**src/rtl/uart_tx_sched_pkg.sv**
```systemverilog
// uart_tx_sched_pkg: state encoding and UART register map shared by the
// uart_tx_sched scheduler and its round-robin arbiter.
package uart_tx_sched_pkg;

  typedef enum logic [1:0] {
    IDLE    = 2'd0,
    WR_DATA = 2'd1,
    WR_CTRL = 2'd2,
    POLL    = 2'd3
  } state_t;

  localparam logic [31:0] TX_DATA    = 32'h0000_0000;
  localparam logic [31:0] TX_CTRL    = 32'h0000_0004;
  localparam logic [31:0] TX_EN_MASK = 32'h0000_0002;
  localparam int          BUSY_BIT   = 0;

endpackage

```
**src/rtl/uart_rr_arb2.sv**
```systemverilog
// uart_rr_arb2: two-way round-robin arbiter. Grants the lone requester, or
// on contention the requester that did not win last time. The last-grant
// register resets to 1 so requester 0 wins the first contention.
module uart_rr_arb2 (
  input  logic       clk,
  input  logic       rst_n,
  input  logic [1:0] req,
  input  logic       advance,
  output logic [1:0] grant,
  output logic       grant_idx
);

  logic last_q;

  // Choose the winner: alternate on contention, otherwise the only requester.
  always_comb begin
    grant_idx = 1'b0;
    if (req[0] && req[1]) begin
      grant_idx = ~last_q;
    end else if (req[1]) begin
      grant_idx = 1'b1;
    end
    grant = {req[1] & grant_idx, req[0] & ~grant_idx};
  end

  // Remember who won whenever a transfer actually completes.
  always_ff @(posedge clk or negedge rst_n) begin
    if (!rst_n) begin
      last_q <= 1'b1;
    end else if (advance) begin
      last_q <= grant_idx;
    end
  end

endmodule

```
**src/rtl/uart_tx_sched.sv**
```systemverilog
// uart_tx_sched: accepts bytes from two requesters (round-robin), writes each
// byte to the UART TX data register, starts transmission via the control
// register, then polls the busy bit until the UART is free again.
// Optional feature macro: UART_TX_SCHED_CRLF_EN -- when defined, an accepted
// 8'h0A is sent as 8'h0D followed by 8'h0A without re-arbitration.
module uart_tx_sched
  import uart_tx_sched_pkg::*;
#(
  parameter logic [31:0] UART_BASE_ADDR = 32'h4000_0000,
  parameter int unsigned START_GUARD    = 4
) (
  input  logic        clk,
  input  logic        rst_n,
  input  logic        req0_valid,
  input  logic [7:0]  req0_data,
  output logic        req0_ready,
  input  logic        req1_valid,
  input  logic [7:0]  req1_data,
  output logic        req1_ready,
  output logic [31:0] mem_addr,
  output logic [31:0] mem_wdata,
  output logic        mem_we,
  output logic        mem_re,
  input  logic [31:0] mem_rdata,
  output logic        sched_busy,
  output logic        grant_id
);

  localparam logic [3:0] GUARD_INIT = 4'(START_GUARD);

  state_t     state_q, state_d, poll_next;
  logic [7:0] data_q;
  logic       grant_q;
  logic [3:0] guard_q;
  logic [1:0] arb_grant;
  logic       arb_idx;
  logic       in_idle;
  logic       xfer;
  logic       poll_exit;
  logic [7:0] accept_data;
  logic [7:0] tx_byte;
  logic       unused_rdata;

  uart_rr_arb2 u_arb (
    .clk       (clk),
    .rst_n     (rst_n),
    .req       ({req1_valid, req0_valid}),
    .advance   (xfer),
    .grant     (arb_grant),
    .grant_idx (arb_idx)
  );

  // Ready is only offered in IDLE and is held low while reset is asserted.
  assign in_idle     = (state_q == IDLE);
  assign req0_ready  = rst_n & in_idle & arb_grant[0];
  assign req1_ready  = rst_n & in_idle & arb_grant[1];
  assign xfer        = req0_ready | req1_ready;
  assign accept_data = arb_idx ? req1_data : req0_data;

  // The guard value seen here is the one for this cycle; the exit fires on
  // the poll cycle in which the guard runs out, so the minimum poll length
  // is exactly START_GUARD cycles.
  assign poll_exit    = (guard_q <= 4'd1) & ~mem_rdata[BUSY_BIT];
  assign unused_rdata = ^mem_rdata[31:1];

  assign sched_busy = ~in_idle;
  assign grant_id   = grant_q;

`ifdef UART_TX_SCHED_CRLF_EN
  localparam logic [7:0] CR_BYTE = 8'h0D;
  localparam logic [7:0] LF_BYTE = 8'h0A;

  logic cr_pending_q;

  assign tx_byte   = cr_pending_q ? CR_BYTE : data_q;
  assign poll_next = cr_pending_q ? WR_DATA : IDLE;

  // Flag an accepted line feed so a carriage return goes out ahead of it.
  always_ff @(posedge clk or negedge rst_n) begin
    if (!rst_n) begin
      cr_pending_q <= 1'b0;
    end else if (xfer) begin
      cr_pending_q <= (accept_data == LF_BYTE);
    end else if ((state_q == POLL) && poll_exit) begin
      cr_pending_q <= 1'b0;
    end
  end
`else
  assign tx_byte   = data_q;
  assign poll_next = IDLE;
`endif

  // State register.
  always_ff @(posedge clk or negedge rst_n) begin
    if (!rst_n) begin
      state_q <= IDLE;
    end else begin
      state_q <= state_d;
    end
  end

  // Latch the accepted byte and owner, and run the post-start guard counter.
  always_ff @(posedge clk or negedge rst_n) begin
    if (!rst_n) begin
      data_q  <= 8'h00;
      grant_q <= 1'b0;
      guard_q <= 4'd0;
    end else begin
      if (xfer) begin
        data_q  <= accept_data;
        grant_q <= arb_idx;
      end
      if (state_q == WR_CTRL) begin
        guard_q <= GUARD_INIT;
      end else if ((state_q == POLL) && (guard_q != 4'd0)) begin
        guard_q <= guard_q - 4'd1;
      end
    end
  end

  // Next state and bus outputs; the bus is all-zero unless a strobe is high.
  always_comb begin
    state_d   = state_q;
    mem_we    = 1'b0;
    mem_re    = 1'b0;
    mem_addr  = 32'h0;
    mem_wdata = 32'h0;
    case (state_q)
      IDLE: begin
        if (xfer) state_d = WR_DATA;
      end
      WR_DATA: begin
        mem_we    = 1'b1;
        mem_addr  = UART_BASE_ADDR + TX_DATA;
        mem_wdata = {24'h0, tx_byte};
        state_d   = WR_CTRL;
      end
      WR_CTRL: begin
        mem_we    = 1'b1;
        mem_addr  = UART_BASE_ADDR + TX_CTRL;
        mem_wdata = TX_EN_MASK;
        state_d   = POLL;
      end
      POLL: begin
        mem_re   = 1'b1;
        mem_addr = UART_BASE_ADDR + TX_CTRL;
        if (poll_exit) state_d = poll_next;
      end
      default: state_d = IDLE;
    endcase
  end

endmodule

```
**config.mk**
```make
export PLATFORM = sky130hd
export DESIGN_NAME = uart_tx_sched
export DESIGN_NICKNAME = d
export VERILOG_FILES = /design/src/rtl/uart_tx_sched_pkg.sv /design/src/rtl/uart_rr_arb2.sv /design/src/rtl/uart_tx_sched.sv
export SDC_FILE = /design/constraint.sdc
export NUM_CORES = 1
export LEC_CHECK = 0
export CAP_MARGIN = 20
export CORE_MARGIN = 8
export CORE_UTILIZATION = 31
export CTS_CLUSTER_DIAMETER = 100
export DETAILED_ROUTE_END_ITERATION = 10
export PLACE_DENSITY = 0.89
export SLEW_MARGIN = 20
export SYNTH_ARGS = -nofsm -noshare
export SYNTH_HDL_FRONTEND = slang
export SYNTH_SLANG_ARGS = --single-unit
```
**constraint.sdc**
```tcl
create_clock -name clk -period 2 [get_ports clk]
set_input_delay 0.2 -clock clk [delete_from_list [all_inputs] [get_ports clk]]
set_output_delay 0.2 -clock clk [all_outputs]
set_load 0.02 [all_outputs]
```
### After elaboration in Yosys (flattened, before gate mapping)

Cells that the tools add are included.

* register bits after elaboration: 16
* bits in latches: 0
* memory bits (writable): 0
* memory bits (read-only): 0
* logic and storage cells: 43
* memories kept: 0

* add/subtract/negate cells: 1
* multiply operators: 0
* div/mod/pow operators: 0
* order comparisons: 1
* equal/unequal tests: 5
* shifts and indexed selects: 0
* mux-type cells: 12
* bitwise logic cells: 11
* reductions and logical operators: 8

Operators by type and width (count)
* $pmux W31 S2: 1
* $pmux W8 S2: 1
* $mux W4: 2
* $mux W8: 1
* $pmux W2 S4: 1
* $and A1 B1 Y1: 6
* $eq A2 B2 Y1 const B: 2
* $le A4 B1 Y1 const B: 1
* $mux W1: 4
* $mux W2: 2
* $not A1 Y1: 4
* $reduce_bool A4 Y1: 1
* $reduce_or A2 Y1: 2
* $sub A4 B1 Y4 const B: 1
* $eq A2 B1 Y1 const B: 1
* $logic_and A1 B1 Y1: 2
* $logic_not A2 Y1: 1
* $ne A2 B1 Y1 const B: 1
* $ne A2 B2 Y1 const B: 1
* $reduce_and A2 Y1: 1
* $reduce_bool A2 Y1: 1
* $or A1 B1 Y1: 1

### Logic depth before layout (Yosys ltp)

* depth after elaboration: 8
* mapped depth: 6
* gate-level depth less buffers: 6

### Cells and area by module

A second synthesis with hierarchy kept.

* cells, all modules: 153
* area total of the unflattened synthesis: 1378.8 um^2

By module, submodules not included
* uart_tx_sched: instances 1, cells each 147, area an instance 1307.5 um^2, sequential area each 375.4 um^2
* uart_rr_arb2: instances 1, cells each 6, area an instance 71.3 um^2, sequential area each 26.3 um^2

### Worst setup path after synthesis

Ideal clock, no wire load.

* path type: register to register
* start point: register state_q[0]
* end point: register state_q[1]
* setup time: 125 ps
* arrival time: 1449 ps
* required time: 1875 ps
* slack: 426 ps
* stages on the path, launching flop included: 6
* cells stage by stage: dfrtp_1 inv_1 ha_1 o211ai_2 a22o_1 mux2_4

* longest elaborated chain between the ends: 6
* elaborated cells on any way between the ends: 12

RTL lines
* start, declared: line uart_tx_sched.sv:31 `state_t state_q, state_d, poll_next;`
* start signal, assigned: line uart_tx_sched.sv:98 `state_q <= state_d;`
* $logic_not A2 Y1: line uart_tx_sched.sv:54, uart_tx_sched.sv:128
* $and A1 B1 Y1: line uart_tx_sched.sv:55, uart_tx_sched.sv:56
* $and A1 B1 Y1, on equally long branches: line uart_tx_sched.sv:55, uart_tx_sched.sv:56
* $or A1 B1 Y1: line uart_tx_sched.sv:57 `assign xfer = req0_ready | req1_ready;`
* $ne A2 B1 Y1 (no source line)
* $reduce_and A2 Y1 (no source line)

Parallel ways exist; a longest one is shown, timed or not.
A chain may end at the register's enable or synchronous reset.

### Final worst setup path

* start point: register state_q[1]
* end point: output port mem_addr[2]

* longest elaborated chain between the ends: 3
* elaborated cells on any way between the ends: 5

RTL lines
* $eq A2 B2 Y1: line uart_tx_sched.sv:128 `case (state_q)`
* $reduce_or A2 Y1 (no source line)
* $pmux W31 S2 *: line uart_tx_sched.sv:128
* end, declared: line uart_tx_sched.sv:20 `output logic [31:0] mem_addr,`

Every way passes the cells marked *; elsewhere a longest branch is shown, timed or not.

==> qor.log <==
INFO  outcome        status=completed
INFO  sta            unrepaired_setup_endpoints_after_global_routing=false
INFO  worst_setup_path cp_data_required_time=1.80ns
INFO  sta            final.min_clock_period=1.88ns
INFO  logic_synthesis cells_after_synth=150
INFO  logic_synthesis post_synthesis_sequential_area_ratio=29.8%
INFO  cts            cts_made_buffers=3
INFO  placed_design  post_dp_cell_area=1620squm
INFO  placed_design  place.gp.congestion=0.772
INFO  logic_synthesis largest_cells_by_area_after_synthesis=buf_4, dfrtp_1, ha_1, mux2i_1, and3_1
INFO  logic_synthesis synth_adder_area_share=7.43%
INFO  logic_synthesis total_number_of_yosys_warnings=0
INFO  logic_synthesis synthesis.area_per_instance=8.98squm
INFO  sta            period_share=93.8%
INFO  die            die_height=81.9um
INFO  logic_synthesis synth_compound_area_share=8.73%
INFO  global_routing grt_antenna_before_repair=0
INFO  final_layout   layout.area.seq=402squm
INFO  logic_synthesis synth_cell_types=29
INFO  placed_design  buffer_ports.inserted=36
INFO  sta            achievable-frequency=533MHz
INFO  sta            final_hold_viol_count=0
INFO  placed_design  dp.final_hpwl=2620um
INFO  pwr            cellLeakagePower=0.925nW
INFO  die            floorplan_die_area=6710squm
INFO  worst_setup_path r2r_slack=0.34ns
INFO  final_layout   final.fill_count=447
INFO  global_routing grt_max_degree=17
INFO  drt            wirelength=3100um
INFO  final_layout   multiInputGateArea=703squm
INFO  cts            worstSkewPairLatency=0.24ns
INFO  die            row_count=24
INFO  global_routing grt_pass1_wl=4530um
INFO  drt            routed-via-count=982
INFO  drt            routed_via_density=3.98
INFO  final_layout   final_cell_area=1670squm
INFO  run            max_cap_violations=0
INFO  cts            clk_pin_slew_worst_paths=0.06ns
INFO  global_routing globalRouteOverflowTotal=0
INFO  cts            cts_sinks=16
INFO  cts            ctsLongestPathBuffers=2
INFO  die            starting_density=31.6%
INFO  logic_synthesis synthXorXnorAreaFrac=1.30%
INFO  die            core_footprint=4260squm
INFO  drt            drt_iter0_drc=10
INFO  sta            clock-skew-final=0.00101ns
INFO  logic_synthesis post_synth_and_or_nand_nor_area_fraction=11.7%
INFO  worst_setup_path critical_path_arrival=1.68ns
INFO  min_path       worst_hold_path_type=in2async
INFO  drt            route.detailed.wl_per_inst=12.6um
INFO  worst_setup_path timing.setup.critical_path_class=reg2out
INFO  logic_synthesis synth_top_family_by_area=buffers and inverters
INFO  drt            drt_pass1_iterations=4
INFO  logic_synthesis muxShareOfSynthArea=7.80%
INFO  cts            h_tree_depth=1
INFO  global_routing grt_util_all_layers=8.57%
INFO  pwr            power-per-cell-area=1280nW/um^2
INFO  drt            ant_nets=0
INFO  pwr            vdd_ir_drop_max=0.000568V
INFO  cts            clk_root_buffer_cell=clkbuf_8
INFO  drt            route.detailed.drc=0
INFO  worst_setup_path worst_setup_path_start_kind=register
INFO  logic_synthesis synth_area_leader_cell=buf_4
INFO  global_routing vias_in_the_first_global_route=1028
INFO  sta            finalMaxSlewViolations=0
INFO  final_layout   diodes=0
INFO  sta            setup_violations=0
INFO  final_layout   drive_above_1_share=9.74%
INFO  worst_setup_path critPathMaxFanout=7
INFO  final_layout   area_growth_syn_to_layout=23.8%
INFO  cts            cts_tree=yes
INFO  sta            tns=0ns
INFO  die            top_level_ports=122
INFO  logic_synthesis number_of_register_bits_inferred_by_synthesis=16
INFO  final_layout   layout_commonest_cell=conb_1
INFO  logic_synthesis syn-cell-area=1350squm
INFO  die            chipWidth=81.9um
INFO  cts            ctsHoldBuffers=0
INFO  final_layout   mostFrequentLayoutCells=conb_1, clkdlybuf4s50_1, dfrtp_1
INFO  final_layout   final_net_count=256
INFO  worst_setup_path critical_path.endpoint_type=primary output
INFO  logic_synthesis synth.top_cell.area_share=30.6%
-- state kept, by name, indices dropped and copies added, names as in the netlist --
register / count
guard_q: 4
grant_id: 1
state_q: 2
u_arb.last_q: 1
data_q: 8
-- per-layer routing --
layer,GRT usage [%],part of all wire (%)
met4,3.68,1.1
met5,0,0
met3,2.19,8.3
met2,15.0,49
met1,9.58,42
-- final cells by class --
| cell class | count | area share (%) |
|---|---|---|
| inverter | 6 | 1.35 |
| timing repair buffer | 45 | 25.2 |
| multi-input combinational | 124 | 42.2 |
| clock buffer | 4 | 3.30 |
| sequential | 16 | 24.1 |
| tap | 52 | 3.90 |
-- synth_stat cells (all sizes together) --
cell / count
inv: 6
dfstp: 1
a21o: 1
clkbuf: 2
a311oi: 1
nand3: 3
or3b: 1
and3: 8
buf: 55
conb: 1
a22o: 1
a31oi: 2
a21boi: 1
o21ai: 10
xnor2: 1
mux2i: 9
nor3: 2
nor2b: 1
o211ai: 1
mux2: 1
nand2: 10
nor2: 4
xor2: 1
ha: 8
dfrtp: 15
or2: 2
a21oi: 2
-- repair_timing --
action / 4_1_cts / 5_1_grt
setup buffers: 0 / 0
resized for setup: 11 / 2
pin swaps: 0 / 0
endpoints found under the setup margin: 12 / 2
cloned: 0 / 0
-- stage by stage --
step	hold WS [ns]	power, W	util [%]	setup slack (ns)	std cells
after floorplan	-0.0956	0.00147	-	0.426	203
after global placement	0.455	0.00186	37.9	0.101	243
after detailed placement	0.464	0.00190	37.9	0.0588	243
after CTS	0.323	0.00216	39.0	0.0133	247
after global routing	0.341	0.00231	39.1	0.0274	247
final	0.334	0.00214	39.1	0.124	247
-- worst max-delay path, cell delays in order (launching register included) --
cell and delay (ns):
dfrtp_1 0.37, buf_4 0.14, ha_1 0.27, or2_2 0.32, dlygate4sd2_1 0.33
-- where the power goes --
group	leakage [nW]	switching, W	internal [W]
Combinational	0.701	0.000727	0.000553
Clock	0.0288	0.000110	0.000174
Sequential	0.196	0.0000903	0.000483
Total	0.925	0.000927	0.00121
-- kinds of logic after synthesis --
| kind of cell | count (synthesis) |
|---|---|
| buf+inv | 63 |
| fa+ha+maj | 8 |
| compound gates | 19 |
| other cells | 1 |
| xor+xnor | 2 |
| mux | 10 |
| flops | 16 |
| simple gates | 31 |
-- worst paths after layout --
path,cells past startpoint,startpoint,end
min reg2reg,2,data_q[5]$_DFFE_PN0P_,data_q[5]$_DFFE_PN0P_
max reg2reg,6,state_q[0]$_DFFE_PN0P_,state_q[1]$_DFFE_PN0P_
min,2,rst_n,data_q[3]$_DFFE_PN0P_
max,4,state_q[1]$_DFFE_PN0P_,mem_addr[2]
max in group asynchronous,2,rst_n,u_arb.last_q$_DFFE_PN1P_
min in group clk,2,data_q[5]$_DFFE_PN0P_,data_q[5]$_DFFE_PN0P_
No activity file was read; power rests on OpenSTA's default activity.
